$ cat config.mk
export PLATFORM = sky130hd
export DESIGN_NAME = pipe_ctrl_unit
export DESIGN_NICKNAME = d
export VERILOG_FILES = /design/src/rtl/pipe_ctrl_unit.sv
export SDC_FILE = /design/constraint.sdc
export NUM_CORES = 1
export LEC_CHECK = 0
export BUFFER_PORTS_ARGS = -buffer_cell sky130_fd_sc_hd__buf_2
export CAP_MARGIN = 30
export CORE_MARGIN = 8
export CORE_UTILIZATION = 45
export DETAILED_ROUTE_END_ITERATION = 8
export PLACE_DENSITY = 0.75
export REMOVE_ABC_BUFFERS = 1
export SLEW_MARGIN = 20
export SYNTH_ARGS = -nofsm -noshare
export SYNTH_HDL_FRONTEND = slang
export SYNTH_SLANG_ARGS = --single-unit
$ cat constraint.sdc
create_clock -name clk -period 1.9 [get_ports clk]
set_clock_uncertainty 0.1 [all_clocks]
set_input_delay 0.095 -clock clk [delete_from_list [all_inputs] [get_ports clk]]
set_output_delay 0.095 -clock clk [all_outputs]
set_load 0.01 [all_outputs]
$ cat src/rtl/pipe_ctrl_unit.sv
// Pipelined control for a 5-stage core: ID decode, ID/EX, EX/MEM, MEM/WB control registers,
// load-use bubble insertion, external stall/flush handling and saturating illegal-opcode count.
module pipe_ctrl_unit #(
  parameter int OPCODE_W = 4,
  parameter int REG_W    = 3,
  parameter int CNT_W    = 8
) (
  input  logic                clk,
  input  logic                rst,
  input  logic                id_valid,
  input  logic [OPCODE_W-1:0] id_opcode,
  input  logic [REG_W-1:0]    id_rs,
  input  logic [REG_W-1:0]    id_rt,
  input  logic [REG_W-1:0]    id_rd,
  input  logic                stall_ext,
  input  logic                flush,
  output logic                hazard_stall,
  output logic                ex_valid,
  output logic                ex_alu_src,
  output logic [1:0]          ex_alu_op,
  output logic [REG_W-1:0]    ex_rd,
  output logic                mem_mr,
  output logic                mem_mw,
  output logic [REG_W-1:0]    mem_rd,
  output logic                wb_en_rw,
  output logic                wb_mreg,
  output logic [REG_W-1:0]    wb_rd,
  output logic                illegal_pulse,
  output logic [CNT_W-1:0]    illegal_cnt
);

  logic       hi_bits;
  logic       dec_alu_src, dec_mr, dec_mw, dec_en_rw, dec_mreg, dec_illegal, dec_uses_rt;
  logic [1:0] dec_alu_op;

  generate
    if (OPCODE_W > 4) begin : g_hi
      assign hi_bits = |id_opcode[OPCODE_W-1:4];
    end else begin : g_no_hi
      assign hi_bits = 1'b0;
    end
  endgenerate

  always_comb begin
    dec_alu_src = 1'b0;
    dec_mr      = 1'b0;
    dec_mw      = 1'b0;
    dec_en_rw   = 1'b0;
    dec_mreg    = 1'b0;
    dec_alu_op  = 2'b00;
    dec_illegal = 1'b0;
    dec_uses_rt = 1'b0;
    if (hi_bits) begin
      dec_illegal = 1'b1;
    end else begin
      case (id_opcode[3:0])
        4'b0000: begin dec_en_rw = 1'b1; dec_uses_rt = 1'b1; end
        4'b0001: begin dec_en_rw = 1'b1; dec_alu_op = 2'b01; dec_uses_rt = 1'b1; end
        4'b0010: begin
          dec_alu_src = 1'b1; dec_mr = 1'b1; dec_en_rw = 1'b1; dec_mreg = 1'b1; dec_alu_op = 2'b11;
        end
        4'b0011: begin dec_alu_src = 1'b1; dec_mw = 1'b1; dec_alu_op = 2'b11; dec_uses_rt = 1'b1; end
        4'b0111: begin dec_alu_src = 1'b1; dec_en_rw = 1'b1; dec_alu_op = 2'b10; end
        4'b1111: begin dec_en_rw = 1'b1; dec_alu_op = 2'b11; dec_uses_rt = 1'b1; end
        default: dec_illegal = 1'b1;
      endcase
    end
  end

  // Downstream control bits that ride in ID/EX and EX/MEM without being ports there.
  logic ex_mr, ex_mw, ex_en_rw, ex_mreg;
  logic mem_en_rw, mem_mreg;
  logic hz, load_id;

  // The lw still sitting in EX is what a dependent ID instruction must wait on.
  assign hz = id_valid & ex_valid & ex_mr &
              ((ex_rd == id_rs) | (dec_uses_rt & (ex_rd == id_rt)));
  assign hazard_stall = hz & ~flush;
  assign load_id = ~flush & ~stall_ext & ~hz & id_valid;

  always_ff @(posedge clk) begin
    if (rst) begin
      ex_valid   <= 1'b0;
      ex_alu_src <= 1'b0;
      ex_alu_op  <= 2'b00;
      ex_rd      <= '0;
      ex_mr      <= 1'b0;
      ex_mw      <= 1'b0;
      ex_en_rw   <= 1'b0;
      ex_mreg    <= 1'b0;
    end else if (flush || (!stall_ext && !load_id)) begin
      ex_valid   <= 1'b0;
      ex_alu_src <= 1'b0;
      ex_alu_op  <= 2'b00;
      ex_rd      <= '0;
      ex_mr      <= 1'b0;
      ex_mw      <= 1'b0;
      ex_en_rw   <= 1'b0;
      ex_mreg    <= 1'b0;
    end else if (load_id) begin
      ex_valid   <= 1'b1;
      ex_alu_src <= dec_alu_src;
      ex_alu_op  <= dec_alu_op;
      ex_rd      <= id_rd;
      ex_mr      <= dec_mr;
      ex_mw      <= dec_mw;
      ex_en_rw   <= dec_en_rw;
      ex_mreg    <= dec_mreg;
    end
  end

  always_ff @(posedge clk) begin
    if (rst) begin
      mem_mr    <= 1'b0;
      mem_mw    <= 1'b0;
      mem_rd    <= '0;
      mem_en_rw <= 1'b0;
      mem_mreg  <= 1'b0;
      wb_en_rw  <= 1'b0;
      wb_mreg   <= 1'b0;
      wb_rd     <= '0;
    end else if (!stall_ext) begin
      mem_mr    <= ex_mr;
      mem_mw    <= ex_mw;
      mem_rd    <= ex_rd;
      mem_en_rw <= ex_en_rw;
      mem_mreg  <= ex_mreg;
      wb_en_rw  <= mem_en_rw;
      wb_mreg   <= mem_mreg;
      wb_rd     <= mem_rd;
    end
  end

  always_ff @(posedge clk) begin
    if (rst) begin
      illegal_pulse <= 1'b0;
      illegal_cnt   <= '0;
    end else begin
      illegal_pulse <= load_id & dec_illegal;
      if (load_id && dec_illegal && (illegal_cnt != {CNT_W{1'b1}}))
        illegal_cnt <= illegal_cnt + 1'b1;
    end
  end

endmodule

* Word-level counts from Yosys, hierarchy flattened
Index checks and enable logic that the tools add are counted.
** Cells by class
- Add/subtract/negate cells :: 1
- Equality and inequality tests :: 8
- Muxes and demuxes :: 7
- Bitwise logic cells :: 13
- Reduce and logical (&&, ||, !) cells :: 13
** Operator list (number)
- 1-bit AND :: 9
- 8-bit by 1-bit adder with 8-bit output (second input constant) :: 1
- 4-bit by 2-bit == test with 1-bit output (second input constant) :: 2
- 8-bit != test (second input constant) :: 1
- 3-bit == test :: 2
- 1-bit 2-to-1 mux :: 6
- 2-bit case mux with 3 select lines :: 1
- 3-bit OR reduction :: 2
- 6-bit OR reduction :: 1
- 5-bit OR reduction :: 1
- 4-bit by 1-bit == test with 1-bit output (second input constant) :: 1
- 4-bit by 3-bit == test with 1-bit output (second input constant) :: 1
- 4-bit == test (second input constant) :: 1
- 4-bit zero test :: 1
- 4-bit OR reduction :: 1
- 1-bit logical AND :: 3
- 1-bit NOT :: 3
- 1-bit zero test :: 2
- 2-bit OR reduction :: 1
- 1-bit logical OR :: 1
- 1-bit OR :: 1
** Storage, ports and cells
- Register bits :: 30
- Bits of input ports :: 18
- Output and inout bits :: 27
- Logic and storage cells :: 58

* Logic depth before layout (Yosys ltp)
- Word-level depth :: 13
- Depth in mapped cells :: 6
- Depth with buffers taken out :: 5

* Least setup slack after synthesis
No wires, ideal clock.
- Path type :: input to register
- Start point :: in stall_ext
- End point :: reg illegal_cnt[7]
- Library setup time :: 0.086 ns
- Arrival :: 1.671 ns
- Data required time :: 1.714 ns
- Path slack :: 0.043 ns
- Cell stages on the path :: 5
- Buffers on the path :: 1
- Path through :: or3b_1 > buf_2 > or3_1 > or4_1 > a211oi_1
** Between the ends
- Cells in the longest elaborated chain, start to end :: 6
** RTL lines
- from (decl) :: line 15 : input logic stall_ext,
- 1-bit NOT :: line 79 : assign load_id = ~flush & ~stall_ext & ~hz & id_valid;
- 1-bit AND (3 in a row) :: line 79
- 1-bit logical AND (2 in a row) :: line 140 : if (load_id && dec_illegal && (illegal_cnt != {CNT_W{1'b1}}))
- to (signal assigned) :: line 141 : illegal_cnt <= illegal_cnt + 1'b1;
- to (decl) :: line 29 : output logic [CNT_W-1:0] illegal_cnt
No other way between the ends.
A chain may end at the register's enable or synchronous reset.

* Worst setup path after layout
- Start point :: in id_opcode[0]
- End point :: reg illegal_cnt[7]
** Between the ends
- Cells in the longest elaborated chain, start to end :: 11
- Elaborated cells on any way between the ends :: 18
- Classes of those cells :: eq/ne: 5; mux: 2; bitwise: 6; reduce/logical: 5
** RTL lines
- from (decl) :: line 11 : input logic [OPCODE_W-1:0] id_opcode,
- 4-bit == test, or another cell as far along :: line 56 : case (id_opcode[3:0])
- 4-bit OR reduction (no line)
- 1-bit 2-to-1 mux :: line 56
- 1-bit AND :: line 77 : ((ex_rd == id_rs) | (dec_uses_rt & (ex_rd == id_rt)));
- 1-bit OR :: line 77
- 1-bit AND :: line 76 : assign hz = id_valid & ex_valid & ex_mr &
- 1-bit NOT :: line 79
- 1-bit AND (2 in a row) :: line 79
- 1-bit logical AND * (2 in a row) :: line 140
Mark *: on every way between the ends. The rest lies on a longest branch, timed or not.

==> flow_metrics.env <==
export IMPL_timing_fmax_ghz=0.552
export IMPL_whs_endpoint="ex_alu_src"
export IMPL_setup_tns_final_ns=0
export IMPL_setup_ws_ns=0.0871
export IMPL_grt_overflow_total=0
export IMPL_start_util=0.465
export IMPL_clk_latency_ns=0.33
export IMPL_slowest_delay_ns=0.54
export IMPL_fp_coreArea_um2=3030
export IMPL_synthCells=161
export IMPL_final_hold_violation_count=0
export IMPL_required_ns=2.07
export IMPL_cp_depth=6
export IMPL_synth_area_top_cells="dfxtp_1 43%, mux2i_1 8.5%, nor2_1 5.6%"
export IMPL_outcome="finished, final reports clean"
export IMPL_place_gp_congestion=0.837
export IMPL_synthesis_area_um2=1410
export IMPL_grt_use_total=0.146
export IMPL_final_common_cell="buf_2"
export IMPL_drc=0
export IMPL_dp_cells=247
export IMPL_yosysTopAreaCell="dfxtp_1"
export IMPL_cts_tree="built"
export IMPL_num_io_pins=45
export IMPL_total_power_mw=1.16
export IMPL_worstReg2RegStart="illegal_cnt[0]"
export IMPL_post_drt_via_cell_ratio=5.23
export IMPL_postLayoutCoreUtil=0.615
export IMPL_vias=1369
export IMPL_r2r_cells=5
export IMPL_crit_arrival_ns=1.98
export IMPL_finalCritPeriodShare=0.954
export IMPL_ys_warn_count=0
export IMPL_cp_start_kind="input pin"
export IMPL_fin_area_um2=1860
export IMPL_ant_nets=0
export IMPL_synth_top_cell_area_share=0.426
export IMPL_die_h_um=72.0
export IMPL_r2r_setup_slack_ns=0.14
export IMPL_drv_slew=0
export IMPL_critPathSlowestCell="dlygate4sd3_1"
export IMPL_hp_class="input pin to flip-flop"
export IMPL_clkSinkCount=30
export IMPL_relSlewSlack=0.447
export IMPL_final_cell_mix="44 x buf_2, 30 x dfxtp_1, 21 x nor2_1"
export IMPL_row_count=20
export IMPL_hold_ws_ns=0.0235
export IMPL_port_buffers=44
export IMPL_grt_pass1_wl_um=6010
export IMPL_syn_area_per_cell_um2=8.75
export IMPL_synth_distinct_cells=37
export IMPL_min_from="id_opcode[3]"
export IMPL_grt_start_max_net_pins=28
export IMPL_tightest_slew_ns=0.826
export IMPL_fin_cells=262
export IMPL_rsz0062_at_grt="false"
export IMPL_critPathBufInv=2
export IMPL_clockBufferDepth=2
export IMPL_first_pass_iters=5
export IMPL_num_antenna_cells=0
export IMPL_final_setup_viol_count=0
export IMPL_p_leak_nw=0.828
export IMPL_cp_end_kind="flip-flop"
export IMPL_area_delta_synth_final_pct=32.2
export IMPL_critical_path_top_delay_family="simple AND/OR/NAND/NOR gates"
export IMPL_max_cap_violations=0
export IMPL_nets=236
export IMPL_cellPowerDensity_nw_per_um2=623
export IMPL_preCtsSetupSlack_ns=-0.0466
export IMPL_critPathKind="input pin to flip-flop"
export IMPL_routed_wl_um=3640
export IMPL_ir_worst_vdd_mv=0.357
export IMPL_hold_depth=4
export IMPL_antenna_found_initial=0
export IMPL_cp_cell_sequence="dlygate4sd3_1, buf_2, and3_4, or3_4, or4_4, a211oi_2"
export IMPL_postPlaceCellArea_um2=1710
export IMPL_h_tree_depth=2
export IMPL_reg2reg_to="illegal_cnt[0]"
export IMPL_wl_per_cell_um=13.9
export IMPL_die_x_um=72.0
export IMPL_post_route_min_period_ns=1.81
export IMPL_yosysSeqAreaShare=0.426
export IMPL_crit_path_max_fanout=5
export IMPL_drtIter0Drc=75
export IMPL_place_detailed_hpwl_um=2660
export IMPL_first_global_vias=1339
export IMPL_ys_ff_latch=30
export IMPL_numCtsBuffers=5
export IMPL_cts_clk_slew_worst_paths_ns=0.10
export IMPL_root_buffer="clkbuf_4"
export IMPL_drive_above_1_share=0.330
export IMPL_dieArea_um2=5180
==> cells in the mapped netlist, drive strengths merged <==
master,number
nand4b,1
o2111ai,1
nor4b,2
xor2,1
o31ai,2
a211o,1
a22oi,1
nand2,8
a221oi,1
nand2b,3
a21oi,4
or3b,1
o211ai,2
xnor2,5
or3,1
nand3,14
ha,1
o21ai,5
mux2i,12
o41ai,2
a211oi,1
and4,1
nor3,2
or2,2
mux2,5
buf,2
nand4,4
clkbuf,8
nor4,4
nor3b,1
or4,1
nor2b,4
and3,3
nor2,21
inv,4
dfxtp,30
==> kinds of logic after synthesis <==
| kind of cell | after synthesis | synth area share |
|---|---|---|
| xor gates and xnor gates | 6 | 0.0373 |
| DFF | 30 | 0.426 |
| buffers and inverters | 14 | 0.0382 |
| AOI/OAI and AO/OA | 20 | 0.0950 |
| adders and majority gates | 1 | 0.00888 |
| muxes | 17 | 0.125 |
| and+or+nand+nor | 73 | 0.269 |
==> layout make-up <==
type / count / area (um^2)
inverters: 4 / 15.0
clock inverters: 1 / 5.00
well taps: 44 / 55.1
repair buffers: 59 / 350
fillers: 286 / 1160
clock buffers: 7 / 55.1
multi-input cells: 117 / 782
flip-flops and latches: 30 / 601
==> report_power, final <==
group	switching [mW]	internal, mW	total, mW
Combinational	0.0706	0.0559	0.127
Sequential	0.00256	0.633	0.635
Clock	0.220	0.179	0.399
Total	0.293	0.868	1.16
==> state kept, by name, summed over array words and instances, names as in the netlist, 2 cells and up <==
| name | flops |
|---|---|
| ex_alu_op | 2 |
| ex_rd | 3 |
| illegal_cnt | 8 |
| mem_rd | 3 |
| wb_rd | 3 |
==> worst max path at each step <==
| stage | startpoint | end | slack (ns) |
|---|---|---|---|
| final | id_opcode[0] | illegal_cnt[7] | 0.09 |
| after global routing | illegal_cnt[0] | illegal_cnt[0] | 0.01 |
| after CTS | id_opcode[0] | illegal_cnt[7] | 0.02 |
| after global placement | stall_ext | illegal_cnt[7] | 0.01 |
| after floorplan | stall_ext | illegal_cnt[7] | 0.06 |
| after detailed placement | stall_ext | illegal_cnt[7] | -0.05 |
==> layer usage <==
metal	up-vias	part of all wire	GRT usage
li1	693	-	-
met1	616	0.47	0.166
met2	55	0.43	0.230
met3	5	0.093	0.0579
met4	0	0.013	0.0748
met5	-	0	0
==> tightest hold or removal path, delay by kind of cell <==
| family | cells | cell delay [ns] |
|---|---|---|
| buffers and inverters | 2 | 0.18 |
| AO/OA/AOI/OAI | 1 | 0.07 |
| AND/OR/NAND/NOR | 1 | 0.07 |
==> what timing repair did <==
item | in CTS | in global routing
endpoints found under the hold margin | 6 | 0
setup buffers | 0 | 0
resized for setup | 0 | 7
endpoints found under the setup margin | 0 | 5
hold buffers | 7 | 0
No activity file was read; power rests on OpenSTA's default activity.
